<file path="config.mk">
export PLATFORM = sky130hd
export DESIGN_NAME = yapp_router_n
export DESIGN_NICKNAME = d
export VERILOG_FILES = /design/src/rtl/yapp_router_n.sv
export SDC_FILE = /design/constraint.sdc
export NUM_CORES = 1
export LEC_CHECK = 0
export ABC_AREA = 1
export CORE_MARGIN = 1
export CORE_UTILIZATION = 50
export DETAILED_ROUTE_END_ITERATION = 8
export PLACE_DENSITY = 0.69
export SLEW_MARGIN = 25
export SYNTH_ARGS = -nofsm -noshare
export SYNTH_HDL_FRONTEND = slang
export SYNTH_SLANG_ARGS = --single-unit
</file>
<file path="constraint.sdc">
create_clock -name clock -period 4.65 [get_ports clock]
set_input_delay 0.465 -clock clock [delete_from_list [all_inputs] [get_ports clock]]
set_output_delay 0.465 -clock clock [all_outputs]
set_load 0.005 [all_outputs]
</file>
<file path="src/rtl/yapp_router_n.sv">
// yapp_router_n -- YAPP packet router, one input stream to NUM_CH byte FIFOs.
//
// A packet is a header byte {length, addr}, `length` payload bytes and one
// parity byte (XOR of header and payload). Good packets are copied verbatim
// into the FIFO of channel `addr`. Packets with a bad address, excessive
// length, or arriving while the router is disabled are consumed and dropped.
// A parity mismatch still forwards the packet but pulses `error`.
//
// Ports:
//   clock, reset            rising-edge clock, async active-high reset
//   in_data/in_data_vld     input byte stream; in_suspend stalls it
//   error                   one-cycle parity-error pulse
//   data/data_vld/suspend   per-channel output bytes with back-pressure
//   haddr/hdata_w/hdata_r/hen/hwr_rd  host register bus (hwr_rd=1 write)
//
// Host map: 0x00 max_pkt_size (RW), 0x01 router_en (RW bit0),
//           0x02 parity_err_cnt (RO, saturating),
//           0x03 drop_cnt (RO, saturating), 0x04 forwarded count (RO, wrapping)
// Macro YAPP_ROUTER_STATS_EN: when defined, 0x03/0x04 are backed by counters;
// otherwise they read 0.

// Per-channel FIFO; output reads 0 while empty.
module yapp_fifo #(
  parameter int DATA_W = 8,
  parameter int DEPTH  = 16
) (
  input  logic              clock,
  input  logic              reset,
  input  logic              push,
  input  logic [DATA_W-1:0] din,
  input  logic              pop,
  output logic [DATA_W-1:0] dout,
  output logic              full,
  output logic              empty
);
  localparam int PW = $clog2(DEPTH);
  localparam int CW = $clog2(DEPTH + 1);

  logic [DATA_W-1:0] mem [DEPTH];
  logic [PW-1:0]     wr_ptr, rd_ptr;
  logic [CW-1:0]     cnt;
  logic              push_ok, pop_ok;

  // full/empty come straight from the registered count.
  assign full    = (cnt == CW'(DEPTH));
  assign empty   = (cnt == '0);
  assign push_ok = push & ~full;
  assign pop_ok  = pop & ~empty;
  assign dout    = empty ? '0 : mem[rd_ptr];

  always_ff @(posedge clock or posedge reset) begin
    if (reset) begin
      wr_ptr <= '0;
      rd_ptr <= '0;
      cnt    <= '0;
    end else begin
      if (push_ok) wr_ptr <= wr_ptr + 1'b1;
      if (pop_ok)  rd_ptr <= rd_ptr + 1'b1;
      cnt <= cnt + CW'(push_ok) - CW'(pop_ok);
    end
  end

  always_ff @(posedge clock) begin
    if (push_ok) mem[wr_ptr] <= din;
  end
endmodule

module yapp_router_n #(
  parameter int NUM_CH = 3,
  parameter int DATA_W = 8,
  parameter int DEPTH  = 16
) (
  input  logic                     clock,
  input  logic                     reset,
  input  logic [DATA_W-1:0]        in_data,
  input  logic                     in_data_vld,
  output logic                     in_suspend,
  output logic                     error,
  output logic [NUM_CH*DATA_W-1:0] data,
  output logic [NUM_CH-1:0]        data_vld,
  input  logic [NUM_CH-1:0]        suspend,
  input  logic [7:0]               haddr,
  input  logic [7:0]               hdata_w,
  output logic [7:0]               hdata_r,
  input  logic                     hen,
  input  logic                     hwr_rd
);
  localparam int ADDR_W = $clog2(NUM_CH);
  localparam int LEN_W  = DATA_W - ADDR_W;
  localparam int NCH_P2 = 1 << ADDR_W;

  typedef enum logic [2:0] {IDLE, HDR, PAYLOAD, PARITY, DROP} state_t;

  typedef struct packed {
    logic       en;
    logic       wr;
    logic [7:0] addr;
    logic [7:0] wdata;
  } host_req_t;

  state_t            state, nstate;
  logic [ADDR_W-1:0] addr_q;
  logic [LEN_W-1:0]  len_q;
  logic [DATA_W-1:0] par_q;     // running parity; equals the header while in HDR
  logic [7:0]        max_pkt_size, par_err_cnt, rd_mux;
  logic              router_en, err_q;
  logic              acc, hdr_drop, cur_full, push_en;
  logic [DATA_W-1:0] push_din;
  logic [NUM_CH-1:0] full, empty, push;
  logic [NCH_P2-1:0] full_x;
  host_req_t         hreq;
  logic              unused_ok;

  assign hreq      = '{en: hen, wr: hwr_rd, addr: haddr, wdata: hdata_w};
  assign unused_ok = ^hdata_w[7:1];

  // Pad the full vector to a power of two so any addr_q indexes safely.
  always_comb begin
    full_x = '0;
    full_x[NUM_CH-1:0] = full;
  end
  assign cur_full = full_x[addr_q];

  assign in_suspend = (state == HDR) |
                      (((state == PAYLOAD) | (state == PARITY)) & cur_full);
  assign acc   = in_data_vld & ~in_suspend;
  assign error = err_q;

  assign hdr_drop = (32'(in_data[ADDR_W-1:0]) >= NUM_CH) |
                    (32'(in_data[DATA_W-1:ADDR_W]) > 32'(max_pkt_size)) |
                    ~router_en;

  always_comb begin
    nstate   = state;
    push_en  = 1'b0;
    push_din = in_data;
    case (state)
      IDLE:    if (acc) nstate = hdr_drop ? DROP : HDR;
      HDR:     if (!cur_full) begin
                 push_en  = 1'b1;
                 push_din = par_q;
                 nstate   = (len_q == '0) ? PARITY : PAYLOAD;
               end
      PAYLOAD: if (acc) begin
                 push_en = 1'b1;
                 if (len_q == LEN_W'(1)) nstate = PARITY;
               end
      PARITY:  if (acc) begin
                 push_en = 1'b1;
                 nstate  = IDLE;
               end
      DROP:    if (acc && len_q == '0) nstate = IDLE;
      default: nstate = IDLE;
    endcase
  end

  always_ff @(posedge clock or posedge reset) begin
    if (reset) state <= IDLE;
    else       state <= nstate;
  end

  // Packet datapath; DROP reuses len_q so length+1 bytes are consumed.
  always_ff @(posedge clock or posedge reset) begin
    if (reset) begin
      addr_q <= '0;
      len_q  <= '0;
      par_q  <= '0;
      err_q  <= 1'b0;
    end else begin
      err_q <= (state == PARITY) & acc & (in_data != par_q);
      if (acc) begin
        case (state)
          IDLE: begin
            addr_q <= in_data[ADDR_W-1:0];
            len_q  <= in_data[DATA_W-1:ADDR_W];
            par_q  <= in_data;
          end
          PAYLOAD: begin
            par_q <= par_q ^ in_data;
            len_q <= len_q - LEN_W'(1);
          end
          DROP:    len_q <= len_q - LEN_W'(1);
          default: ;
        endcase
      end
    end
  end

  // Channel FIFOs
  genvar gi;
  generate
    for (gi = 0; gi < NUM_CH; gi++) begin : g_ch
      assign push[gi] = push_en & (addr_q == ADDR_W'(gi));
      yapp_fifo #(.DATA_W(DATA_W), .DEPTH(DEPTH)) u_fifo (
        .clock (clock),
        .reset (reset),
        .push  (push[gi]),
        .din   (push_din),
        .pop   (data_vld[gi] & ~suspend[gi]),
        .dout  (data[gi*DATA_W +: DATA_W]),
        .full  (full[gi]),
        .empty (empty[gi])
      );
      assign data_vld[gi] = ~empty[gi];
    end
  endgenerate

  // Host registers
  always_ff @(posedge clock or posedge reset) begin
    if (reset) begin
      max_pkt_size <= 8'h3F;
      router_en    <= 1'b1;
      par_err_cnt  <= '0;
      hdata_r      <= '0;
    end else begin
      if (hreq.en && hreq.wr) begin
        case (hreq.addr)
          8'h00:   max_pkt_size <= hreq.wdata;
          8'h01:   router_en    <= hreq.wdata[0];
          default: ;
        endcase
      end
      if (hreq.en && !hreq.wr) hdata_r <= rd_mux;
      if ((state == PARITY) && acc && (in_data != par_q) && (par_err_cnt != 8'hFF))
        par_err_cnt <= par_err_cnt + 8'd1;
    end
  end

`ifdef YAPP_ROUTER_STATS_EN
  logic [7:0] drop_cnt, fwd_cnt;

  always_ff @(posedge clock or posedge reset) begin
    if (reset) begin
      drop_cnt <= '0;
      fwd_cnt  <= '0;
    end else begin
      if ((state == IDLE) && acc && hdr_drop && (drop_cnt != 8'hFF))
        drop_cnt <= drop_cnt + 8'd1;
      if ((state == PARITY) && acc)
        fwd_cnt <= fwd_cnt + 8'd1;
    end
  end

  always_comb begin
    rd_mux = '0;
    case (hreq.addr)
      8'h00:   rd_mux = max_pkt_size;
      8'h01:   rd_mux = {7'd0, router_en};
      8'h02:   rd_mux = par_err_cnt;
      8'h03:   rd_mux = drop_cnt;
      8'h04:   rd_mux = fwd_cnt;
      default: rd_mux = '0;
    endcase
  end
`else
  always_comb begin
    rd_mux = '0;
    case (hreq.addr)
      8'h00:   rd_mux = max_pkt_size;
      8'h01:   rd_mux = {7'd0, router_en};
      8'h02:   rd_mux = par_err_cnt;
      default: rd_mux = '0;
    endcase
  end
`endif
endmodule
</file>
Word-level counts from Yosys, hierarchy flattened
Memory sizes are Yosys's and may differ from the RTL's.
Cells that the tools add are included.
- flip-flop bits (word level): 84
- RAM bits: 384
- bits of input ports: 32
- output and inout port bits: 37
- logic and storage cells: 142
- memories: 3
- memory list (name ; depth ; bits a word ; rd ports ; clocked after Yosys merged registers in ; wr ports ; RTL line ; RTL):
    g_ch[0].u_fifo.mem ; 16 ; 8 ; 1 ; 0 ; 1 ; 39 ; logic [DATA_W-1:0] mem [DEPTH];
    g_ch[1].u_fifo.mem ; 16 ; 8 ; 1 ; 0 ; 1 ; 39 ;
    g_ch[2].u_fifo.mem ; 16 ; 8 ; 1 ; 0 ; 1 ; 39 ;
- $add $sub $neg: 14
- order comparisons: 3
- equality and inequality tests: 20
- mux-type cells: 28
- bitwise logic cells: 32
- reduce and logical (&&, ||, !) cells: 24
- operator list (operator ; number):
    $mux W8 ; 5
    $add A4 B1 Y4 const B ; 6
    $pmux W8 S3 ; 1
    $mux W3 ; 7
    $and A1 B1 Y1 ; 16
    $pmux W8 S2 ; 1
    $add A5 B1 Y5 ; 3
    $eq A5 B5 Y1 const B ; 3
    $logic_not A5 Y1 ; 3
    $pmux W3 S5 ; 1
    $sub A5 B1 Y5 ; 3
    $pmux W6 S2 ; 1
    $not A1 Y1 ; 11
    $mux W1 ; 10
    $ne A2 B2 Y1 const B ; 5
    $reduce_and A2 Y1 ; 5
    $add A8 B1 Y8 const B ; 1
    $eq A8 B1 Y1 const B ; 1
    $eq A8 B2 Y1 const B ; 1
    $gt A6 B8 Y1 ; 1
    $logic_not A8 Y1 ; 1
    $ne A8 B8 Y1 ; 1
    $ne A8 B8 Y1 const B ; 1
    $xor A8 B8 Y8 ; 1
    other kinds (21) ; 32

Longest topological paths before layout
Gate-level depths: netlist (run 1).
- depth after elaboration: 13
- gate-level depth with buffers: 15

Modules after synthesis
Synthesis (run 1) repeated with hierarchy kept, for this count alone.
- cell total of the unflattened synthesis: 1955
- area total of the unflattened synthesis: 20825.0 um^2
- modules (own cells, without submodules) (module ; times used ; cells each ; area an instance (um^2)):
    yapp_fifo (g_ch[0].u_fifo) ; 1 ; 519 ; 5979.5
    yapp_fifo (g_ch[2].u_fifo) ; 1 ; 519 ; 5973.2
    yapp_fifo (g_ch[1].u_fifo) ; 1 ; 519 ; 5972.0
    yapp_router_n ; 1 ; 398 ; 2900.3

Worst setup path before layout (run 1)
Ideal clock, no wire load.
- path type: reg2reg
- start point: register g_ch[0].u_fifo.cnt[2]
- end point: memory g_ch[0].u_fifo.mem[0][2], data pin
- library setup time: 578 ps
- arrival: 3134 ps
- required time: 4072 ps
- path slack: 938 ps
- stages on the path, launching flop included: 9
- buffers on the path: 1
- cells stage by stage: dfrtp_1 -> inv_1 -> ha_1 -> nand3_1 -> nand2_1 -> nand3_1 -> nand2_1 -> clkbuf_1 -> o21ai_0
- longest elaborated chain between the ends: 5
- RTL lines (item ; RTL line ; RTL):
    start, declared ; 41 ; logic [CW-1:0] cnt;
    start signal, assigned ; 59 ; cnt <= cnt + CW'(push_ok) - CW'(pop_ok);
    $eq A5 B5 Y1 ; 45 ; assign full = (cnt == CW'(DEPTH));
    $bmux W1 S2 ; 122 ; assign cur_full = full_x[addr_q];
    $mux W1 (implied by the code) ; 122 ;
    $mux W8 ; 139 ; HDR: if (!cur_full) begin
    $mux W8 ; 137 ; case (state)
    net g_ch[0].u_fifo.din[2] ; 30 ; input logic [DATA_W-1:0] din,
    end, declared ; 39 ;
The timed path passes the listed nets, and every way through them passes these cells. The select of a mux whose other input is x is not followed.

Final worst setup path (run 1)
- start point: register g_ch[1].u_fifo.rd_ptr[2]
- end point: output data[9]
- longest elaborated chain between the ends: 2
- RTL lines (item ; RTL line ; RTL):
    start, declared ; 40 ; logic [PW-1:0] wr_ptr, rd_ptr;
    start signal, assigned ; 58 ; if (pop_ok) rd_ptr <= rd_ptr + 1'b1;
    $mem_v2 Z16 W8 ; - ;
    $mux W8 ; 49 ; assign dout = empty ? '0 : mem[rd_ptr];
    end, declared ; 79 ; output logic [NUM_CH*DATA_W-1:0] data,
No other way between the ends.

==> results_dict.tcl, run 1 <==
set metrics [dict create \
    vdd.ir_drop.worst_mv 0.272 \
    crit_arrival_ns 3.29 \
    route.detailed.drc 0 \
    worstPathCellList "clkinv_1 > o221ai_1 > nand3_1 > a21oi_1 > clkdlybuf4s50_1" \
    r2r-end "g_ch[0].u_fifo.cnt[4]$_DFF_PP0_" \
    fill_cells 3181 \
    cp.required_ns 4.18 \
    relSlewSlack_pct 30.5 \
    maxCapViolations 0 \
    rsz0062_at_grt "false" \
    h-tree-depth 2 \
    yosys_warnings 0 \
    first_global_vias 13100 \
    ant_nets 0 \
    overflow 0 \
    final_common_cell "edfxtp_1" \
    hpwl_um 27600 \
    cts_tree "yes" \
    cts-buffers-inserted 47 \
    synth_cell_types 40 \
    antenna_cells 0 \
    io_pins 69 \
    worst_slew_pin_slew_ns 1.03 \
    final_nets 1882 \
    post-route-period-util_pct 80.7 \
    netlist_area_um2 20100 \
    hold_viol 0 \
    hold_buffers 0 \
    timing.rr.start "g_ch[0].u_fifo.cnt[2]$_DFF_PP0_" \
    via_per_inst 5.66 \
    setup_tns_ns 0 \
    clockBufferDepth 3 \
    grt.total_usage_pct 22.3 \
    drv_slew 0 \
    mostFrequentLayoutCells "edfxtp_1, nor2_1, o21ai_0, nand2_1, inv_1" \
    worst_clock_skew_ns 0.0165 \
    syn_inst 1716 \
    slowest_delay_ns 0.77 \
    cp-start-kind "flop" \
    core_area_um2 39700 \
    die_h_um 203 \
    portBuffers 68 \
    start_util_pct 50.7 \
    finalSetupViolations 0 \
    cp_max_fo 18 \
    via_count 13400 \
    antenna_found_initial 0 \
    syn-num-nets 1793 \
    hp-class "in2async" \
    gp_congestion 0.812 \
    status "finished, final reports clean" \
    period_needed_ns 3.75 \
    rows 73 \
    grt_pass1_wl_um 71800 \
    synth-seq-cells 468 \
    synthFlopType "edfxtp_1" \
    ff2ff_path_depth 15 \
    path_class "reg2out" \
    die-area_um2 41100 \
    wl_per_cell_um 19.2 \
    clock_latency_ns 0.56 \
    synth_top_cell_by_area "edfxtp_1" \
    finish.utilization_pct 58.3 \
    root_buffer "clkbuf_16" \
    endpoint_kind "primary output" \
    drive_above_1_share_pct 9.45 \
    cts_setup_buffers 0 \
    cts.sinks 468 \
    leakage_nw 8.39 \
    drt-pass1-iter-count 5 \
    max_freq_ghz 0.266 \
    ctsResizeCount 0 \
    critPathSlowestCell "dfrtp_1" \
    synthTopCellsByArea "edfxtp_1, dfrtp_1, o21ai_0" \
    rrSetupSlack_ns 1.31 \
    syn_avg_cell_area_um2 11.7 \
    grt_max_degree 67 \
    synth-edff-count 384 \
    first_iter_violations 1161 \
    async_flop_share_pct 17.9 \
    p_per_area_nw_per_um2 614 \
    area_growth_pct 15.1 \
    clkTransAtPathRegs_ns 0.06 \
    synth-seq-area-share_pct 67.7 \
    dieWidth_um 203 \
    wl_um 45500 \
    netlist.area_leader.share_pct 57.3 \
]
[per-stage QoR]
stage / total power (W) / hold slack (ns) / cell area [um^2] / std cells / setup WS [ns]
final: 0.0142 / 0.429 / 23200 / 2367 / 0.897
after global routing: 0.0150 / 0.457 / 23200 / 2367 / 0.706
after CTS: 0.0143 / 0.423 / 23200 / 2367 / 0.933
after detailed placement: 0.0106 / 0.492 / 21700 / 2281 / 1.29
after global placement: 0.0104 / 0.498 / 21600 / 2281 / 1.31
after floorplan: 0.00876 / 0.475 / 20100 / 1716 / 0.938
[synth_stat cells, types with 9 or more instances]
cell type and n:
a21oi_1 45, clkbuf_1 69, dfrtp_1 77, edfxtp_1 384, ha_1 42, inv_1 119
nand2_1 148, nand3_1 54, nand4_1 9, nor2_1 259, nor3_1 55, o21ai_0 253
o221ai_1 66, o22ai_1 37, xnor2_1 10, xor2_1 32
[report_power, final]
group / total [W] / leakage, nW / switching, W / internal (W)
clock network: 0.00372 / 0.732 / 0.00157 / 0.00215
registers: 0.00543 / 4.48 / 0.000325 / 0.00511
logic: 0.00509 / 3.18 / 0.00331 / 0.00178
[cell type report]
type	count	area (um^2)	area share (%)
Clock inverter	28	241	1.04
Inverter	124	468	2.02
Timing Repair Buffer	124	1100	4.75
Sequential cell	468	13600	58.9
Clock buffer	58	1260	5.43
Tap cell	525	657	2.83
Multi-Input combinational cell	1040	5810	25.1
[worst max-delay path: cells and delay by family (launching register included)]
family	cells	cell delay, ns
buf+inv	2	1.24
compound gates	2	0.60
simple gates	1	0.11
flops	1	0.77
[state kept, by name, indices dropped and copies added, names as in the netlist, 2 cells and up]
signal              cells
max_pkt_size            8
addr_q                  2
g_ch.u_fifo.mem       384
hdata_r                 8
len_q                   6
g_ch.u_fifo.wr_ptr     12
par_q                   8
g_ch.u_fifo.rd_ptr     12
state                   3
g_ch.u_fifo.cnt        15
par_err_cnt             8
[cells by family after synthesis]
kind of cell | share of synthesized area [%]
simple gates | 11.1
flops | 67.7
compound gates | 11.8
mux | 0.391
fa+ha+maj | 2.91
xor+xnor | 1.83
buf+inv | 4.16
[routing by layer]
| layer | track usage [%] | vias to the layer above | routed length (um) |
|---|---|---|---|
| met5 | 0 | - | 0 |
| met4 | 7.44 | 0 | 1270 |
| met3 | 3.90 | 91 | 3000 |
| met2 | 36.3 | 440 | 21400 |
| met1 | 30.6 | 6521 | 19800 |
| li1 | - | 6335 | - |
[worst max-delay path by stage]
stage | from | end | depth (start not counted)
floorplan | g_ch[0].u_fifo.cnt[2]$_DFF_PP0_ | g_ch[0].u_fifo.mem[0][2]$_DFFE_PP_ | 8
global placement | g_ch[0].u_fifo.cnt[3]$_DFF_PP0_ | g_ch[0].u_fifo.cnt[4]$_DFF_PP0_ | 15
detailed placement | g_ch[0].u_fifo.cnt[2]$_DFF_PP0_ | g_ch[0].u_fifo.cnt[4]$_DFF_PP0_ | 15
CTS | g_ch[1].u_fifo.rd_ptr[1]$_DFFE_PP0P_ | data[8] | 8
global route | g_ch[1].u_fifo.rd_ptr[2]$_DFFE_PP0P_ | data[9] | 5
finish | g_ch[1].u_fifo.rd_ptr[2]$_DFFE_PP0P_ | data[9] | 5
(Power assumes the default switching activity.)
==> inputs of run 2 (changes only) <==
==> constraint.sdc (replaced) <==
create_clock -name clock -period 3.55 [get_ports clock]
set_input_delay 0.355 -clock clock [delete_from_list [all_inputs] [get_ports clock]]
set_output_delay 0.355 -clock clock [all_outputs]
set_load 0.005 [all_outputs]
==> run 2 against run 1 <==
  * Sequential power increased by 33%
  * Clock skew up 0.0018 ns
  * Sequential share of layout area shrank 1.3 points
  * Critical path depth grew 4
  * Flip-flop and latch count unchanged
  * Global-route usage is 1.1 points higher
  * Critical path type unchanged
  * Final cell count rose by 1.7%
  * Non-clock buffer count up 36
  * Total power up 36%
==> results_dict.tcl, run 2 (same netlist as run 1, synthesis figures left out) <==
set metrics [dict create \
    core_area_um2 39700 \
    cts-buffers-inserted 48 \
    overflow 0 \
    clkTransAtPathRegs_ns 0.06 \
    placed_cell_area_um2 22000 \
    endpoint_kind "primary output" \
    finalPower_w 0.0194 \
    final_nets 1919 \
    first_iter_violations 1142 \
    first_global_vias 13500 \
    hold_buffers 0 \
    cts.sinks 468 \
    status "finished, final reports clean" \
    grt_pass1_wl_um 75100 \
    period_needed_ns 3.36 \
    antenna_found_initial 0 \
    ant_nets 0 \
    finish.utilization_pct 59.7 \
    grt_max_degree 67 \
    hp-class "in2async" \
    cp-start-kind "flop" \
    reg_top3 "g_ch.u_fifo.mem (384), g_ch.u_fifo.cnt (15)" \
    cts_tree "yes" \
    hold_viol 0 \
    path_class "reg2out" \
    area_growth_pct 17.8 \
    dieWidth_um 203 \
    drv_slew 0 \
    setup_tns_ns 0 \
    drt-pass1-iter-count 5 \
    die-area_um2 41100 \
    relSlewSlack_pct 40.9 \
    stdcell_area_um2 23700 \
    wl_per_cell_um 19.6 \
    finalSetupViolations 0 \
    cp_max_fo 30 \
    portBuffers 68 \
    worst_slew_pin_slew_ns 0.883 \
    die_h_um 203 \
    start_util_pct 50.7 \
    wl_um 47200 \
    clock_latency_ns 0.57 \
    cts_setup_buffers 0 \
    leakage_nw 8.71 \
    p_per_area_nw_per_um2 818 \
    rsz0062_at_grt "false" \
    drive_above_1_share_pct 11.0 \
    largest_register "g_ch.u_fifo.mem" \
    io_pins 69 \
    route.detailed.drc 0 \
    grt.total_usage_pct 23.4 \
    post-route-period-util_pct 94.6 \
    via_count 13700 \
    antenna_cells 0 \
    final_common_cell "edfxtp_1" \
    ctsResizeCount 0 \
    gp_congestion 0.816 \
    mostFrequentLayoutCells "edfxtp_1, nor2_1, o21ai_0, nand2_1, inv_1" \
    maxCapViolations 0 \
    largest_reg_flops 384 \
    via_per_inst 5.68 \
    worst_clock_skew_ns 0.0183 \
    rows 73 \
    vdd.ir_drop.worst_mv 0.385 \
    root_buffer "clkbuf_16" \
    h-tree-depth 2 \
    crit_arrival_ns 3.00 \
    max_freq_ghz 0.298 \
    clockBufferDepth 3 \
    cp.required_ns 3.19 \
    hpwl_um 29800 \
]
run 2: changes by cell type in the layout (fill, tap and decap cells not counted), moves of 4 or more:
cell       before  now
buf_6           0    4
bufinv_16       4    8
buf_16          0    5
nor3_1         42   55
buf_4          56   81
nor3_2         14    1
run 2: layout make-up:
cell class / count / area, um^2
Tap cell: 525 / 657
Timing Repair Buffer: 160 / 1510
Inverter: 124 / 468
Clock buffer: 61 / 1320
Sequential cell: 468 / 13700
Multi-Input combinational cell: 1040 / 5750
Clock inverter: 29 / 357
Fill cell: 3147 / 16000
run 2: worst paths after layout:
check	start	slack (ns)	cells after the start	to
hold / removal	reset	0.22	2	g_ch[1].u_fifo.rd_ptr[3]$_DFFE_PP0P_
max in group asynchronous	reset	2.50	3	g_ch[2].u_fifo.rd_ptr[1]$_DFFE_PP0P_
setup / recovery	g_ch[2].u_fifo.rd_ptr[1]$_DFFE_PP0P_	0.19	9	data[19]
hold reg to reg	max_pkt_size[0]$_DFFE_PP1P_	0.52	2	max_pkt_size[0]$_DFFE_PP1P_
min in group clock	hdata_w[5]	0.34	3	max_pkt_size[5]$_DFFE_PP1P_
setup reg to reg	g_ch[0].u_fifo.cnt[3]$_DFF_PP0_	0.65	16	g_ch[0].u_fifo.cnt[4]$_DFF_PP0_
run 2: power breakdown:
part           internal (W)  leakage (nW)  total, W  switching [W]
Clock               0.00322         0.823   0.00531        0.00209
Sequential          0.00669          4.48   0.00720       0.000504
Combinational       0.00255          3.41   0.00690        0.00435
Total                0.0125          8.71    0.0194        0.00694
run 2: routing by layer:
layer | global-route usage [%] | up-vias | share of wire [%]
li1 | - | 6413 | -
met2 | 38.1 | 466 | 49
met1 | 32.5 | 6699 | 43
met5 | 0 | - | 0
met4 | 7.92 | 0 | 2.7
met3 | 3.39 | 86 | 5.9
run 2: stage by stage:
step | hold WS [ns] | worst slack [ns] | std cells
3_3_place_gp | 0.498 | 0.625 | 2312
6_report | 0.222 | 0.191 | 2407
5_1_grt | 0.276 | 0.0221 | 2407
2_1_floorplan | 0.469 | -0.162 | 1716
3_5_place_dp | 0.502 | 0.609 | 2315
4_1_cts | 0.259 | 0.00468 | 2405
run 2: critical path: stages, from the launching register on:
cell	delay (ns)
dfrtp_2	0.61
inv_1	0.17
buf_4	0.21
o21ai_0	0.11
o22ai_1	0.16
nor2_1	0.10
nor2_1	0.16
o21ai_0	0.12
a21oi_1	0.23
clkdlybuf4s50_1	0.55
==> inputs of run 3 (changes only) <==
--- a/config.mk
+++ b/config.mk
@@ -7,9 +7,9 @@
 export LEC_CHECK = 0
 export ABC_AREA = 1
 export CORE_MARGIN = 1
-export CORE_UTILIZATION = 50
+export CORE_UTILIZATION = 34
 export DETAILED_ROUTE_END_ITERATION = 8
-export PLACE_DENSITY = 0.69
+export PLACE_DENSITY = 0.51
 export SLEW_MARGIN = 25
 export SYNTH_ARGS = -nofsm -noshare
 export SYNTH_HDL_FRONTEND = slang
==> run 3 against run 2 <==
  * Combinational power up 4.5%
  * Via count decreased by 2.0%
  * Non-clock buffer count is 7 higher
  * Design area is 1.0% higher
  * Flip-flop and latch count unchanged
  * Count of clock-buffer cells in the layout rose by 6
  * Sequential power shrank 2%
  * Worst setup slack got worse by 0.050 ns
  * Highest routed layer unchanged
==> results_dict.tcl, run 3 (same netlist as run 1, synthesis figures left out) <==
set metrics [dict create \
    relSlewSlack_pct 40.0 \
    via_per_inst 5.03 \
    endpoint_kind "primary output" \
    drive_above_1_share_pct 11.2 \
    h-tree-depth 2 \
    start_util_pct 34.6 \
    cts.sinks 468 \
    hp-class "in2reg" \
    ant_nets 0 \
    die_h_um 245 \
    worst_hold_slack_ns 0.311 \
    drt-pass1-iter-count 5 \
    cts-buffers-inserted 50 \
    grt_max_degree 74 \
    leakage_nw 8.68 \
    final_common_cell "edfxtp_1" \
    placed_cell_area_um2 22300 \
    max_freq_ghz 0.293 \
    grtUsageMet2_pct 27.2 \
    overflow 0 \
    grt.total_usage_pct 17.1 \
    rows 88 \
    crit_arrival_ns 3.05 \
    path_class "reg2out" \
    worst_clock_skew_ns 0.0281 \
    final_nets 1928 \
    hold_viol 0 \
    antenna_found_initial 0 \
    first_iter_violations 1131 \
    dieWidth_um 245 \
    core_area_um2 58100 \
    die-area_um2 60200 \
    status "finished, final reports clean" \
    finalSetupViolations 0 \
    rsz0062_at_grt "false" \
    io_pins 69 \
    worst_slew_pin_slew_ns 0.897 \
    gp_congestion 0.801 \
    ff2ff_path_depth 16 \
    maxCapViolations 0 \
    vdd.ir_drop.worst_mv 0.399 \
    largest_register "g_ch.u_fifo.mem" \
    root_buffer "clkbuf_16" \
    reg_top3 "g_ch.u_fifo.mem (384), g_ch.u_fifo.cnt (15)" \
    period_needed_ns 3.41 \
    clock_latency_ns 0.60 \
    use_met1_pct 24.0 \
    post-route-period-util_pct 96.0 \
    hold_buffers 0 \
    grt_pass1_wl_um 79000 \
    cp_max_fo 33 \
    cp-start-kind "flop" \
    clkTransAtPathRegs_ns 0.06 \
    stdcell_area_um2 24000 \
    portBuffers 68 \
    cts_tree "yes" \
    mostFrequentLayoutCells "edfxtp_1, nor2_1, o21ai_0, nand2_1, inv_1" \
    via_count 13400 \
    top_usage_layer "met2" \
    met3_usage_pct 2.67 \
    wl_per_cell_um 19.1 \
    wl_um 50800 \
    route.detailed.drc 0 \
    hpwl_um 32600 \
    cp.required_ns 3.19 \
    min_path_cells 3 \
    area_growth_pct 19.0 \
    p_per_area_nw_per_um2 808 \
    first_global_vias 13400 \
    largest_reg_flops 384 \
    clockBufferDepth 3 \
    drv_slew 0 \
]
run 3: layout make-up:
| type | count | area (um^2) |
|---|---|---|
| Sequential cell | 468 | 13600 |
| Clock inverter | 27 | 246 |
| Clock buffer | 67 | 1340 |
| Multi-Input combinational cell | 1040 | 5750 |
| Antenna cell | 1 | 2.50 |
| Inverter | 124 | 478 |
| Timing Repair Buffer | 167 | 1540 |
| Tap cell | 765 | 957 |
| Fill cell | 5499 | 34200 |
run 3: stage by stage:
step / TNS, ns / worst slack (ns) / instances / utilization, % / total power [W]
CTS: 0 / 0.00769 / 2656 / 41.1 / 0.0195
detailed placement: 0 / 0.528 / 2562 / 38.4 / 0.0144
finish: 0 / 0.141 / 2659 / 41.2 / 0.0193
global placement: 0 / 0.574 / 2561 / 38.3 / 0.0143
global route: 0 / 0.00498 / 2658 / 41.2 / 0.0205
floorplan: -62.22 / -0.162 / 1716 / - / 0.0115
run 3: power breakdown:
part	internal, W	switching (W)	leakage, nW
sequential	0.00669	0.000389	4.48
clock	0.00293	0.00213	0.778
combinational	0.00258	0.00463	3.42
run 3: per-layer routing:
metal  share of wire (%)  wire length [um]  vias up
met5                   0                 0        -
met4                 2.2              1120        0
met3                 4.6              2360       70
met2                  46             23400      343
met1                  47             23900     6537
li1                    -                 -     6438
run 3: critical path: stages, from the launching register on:
cell             delay [ns]
dfrtp_2                0.52
clkinv_1               0.09
buf_4                  0.31
o21ai_0                0.12
o22ai_1                0.25
nor2_1                 0.07
nor2_1                 0.10
o21ai_0                0.11
a21oi_1                0.30
clkdlybuf4s50_1        0.57
run 3: timing repair:
action | 4_1_cts | 5_1_grt
setup buffers | 0 | 0
endpoints found under the setup margin | 0 | 14
resized for setup | 0 | 5
run 3: final timing paths:
| path | start | to | slack (ns) |
|---|---|---|---|
| min in group asynchronous | reset | g_ch[1].u_fifo.rd_ptr[3]$_DFFE_PP0P_ | 0.32 |
| min reg2reg | hdata_r[0]$_DFFE_PP0P_ | hdata_r[0]$_DFFE_PP0P_ | 0.51 |
| max reg2reg | g_ch[2].u_fifo.cnt[2]$_DFF_PP0_ | g_ch[2].u_fifo.cnt[4]$_DFF_PP0_ | 0.50 |
| max in group asynchronous | reset | g_ch[0].u_fifo.rd_ptr[1]$_DFFE_PP0P_ | 2.52 |
| min | hdata_w[4] | max_pkt_size[4]$_DFFE_PP1P_ | 0.31 |
| max | g_ch[2].u_fifo.rd_ptr[0]$_DFFE_PP0P_ | data[17] | 0.14 |
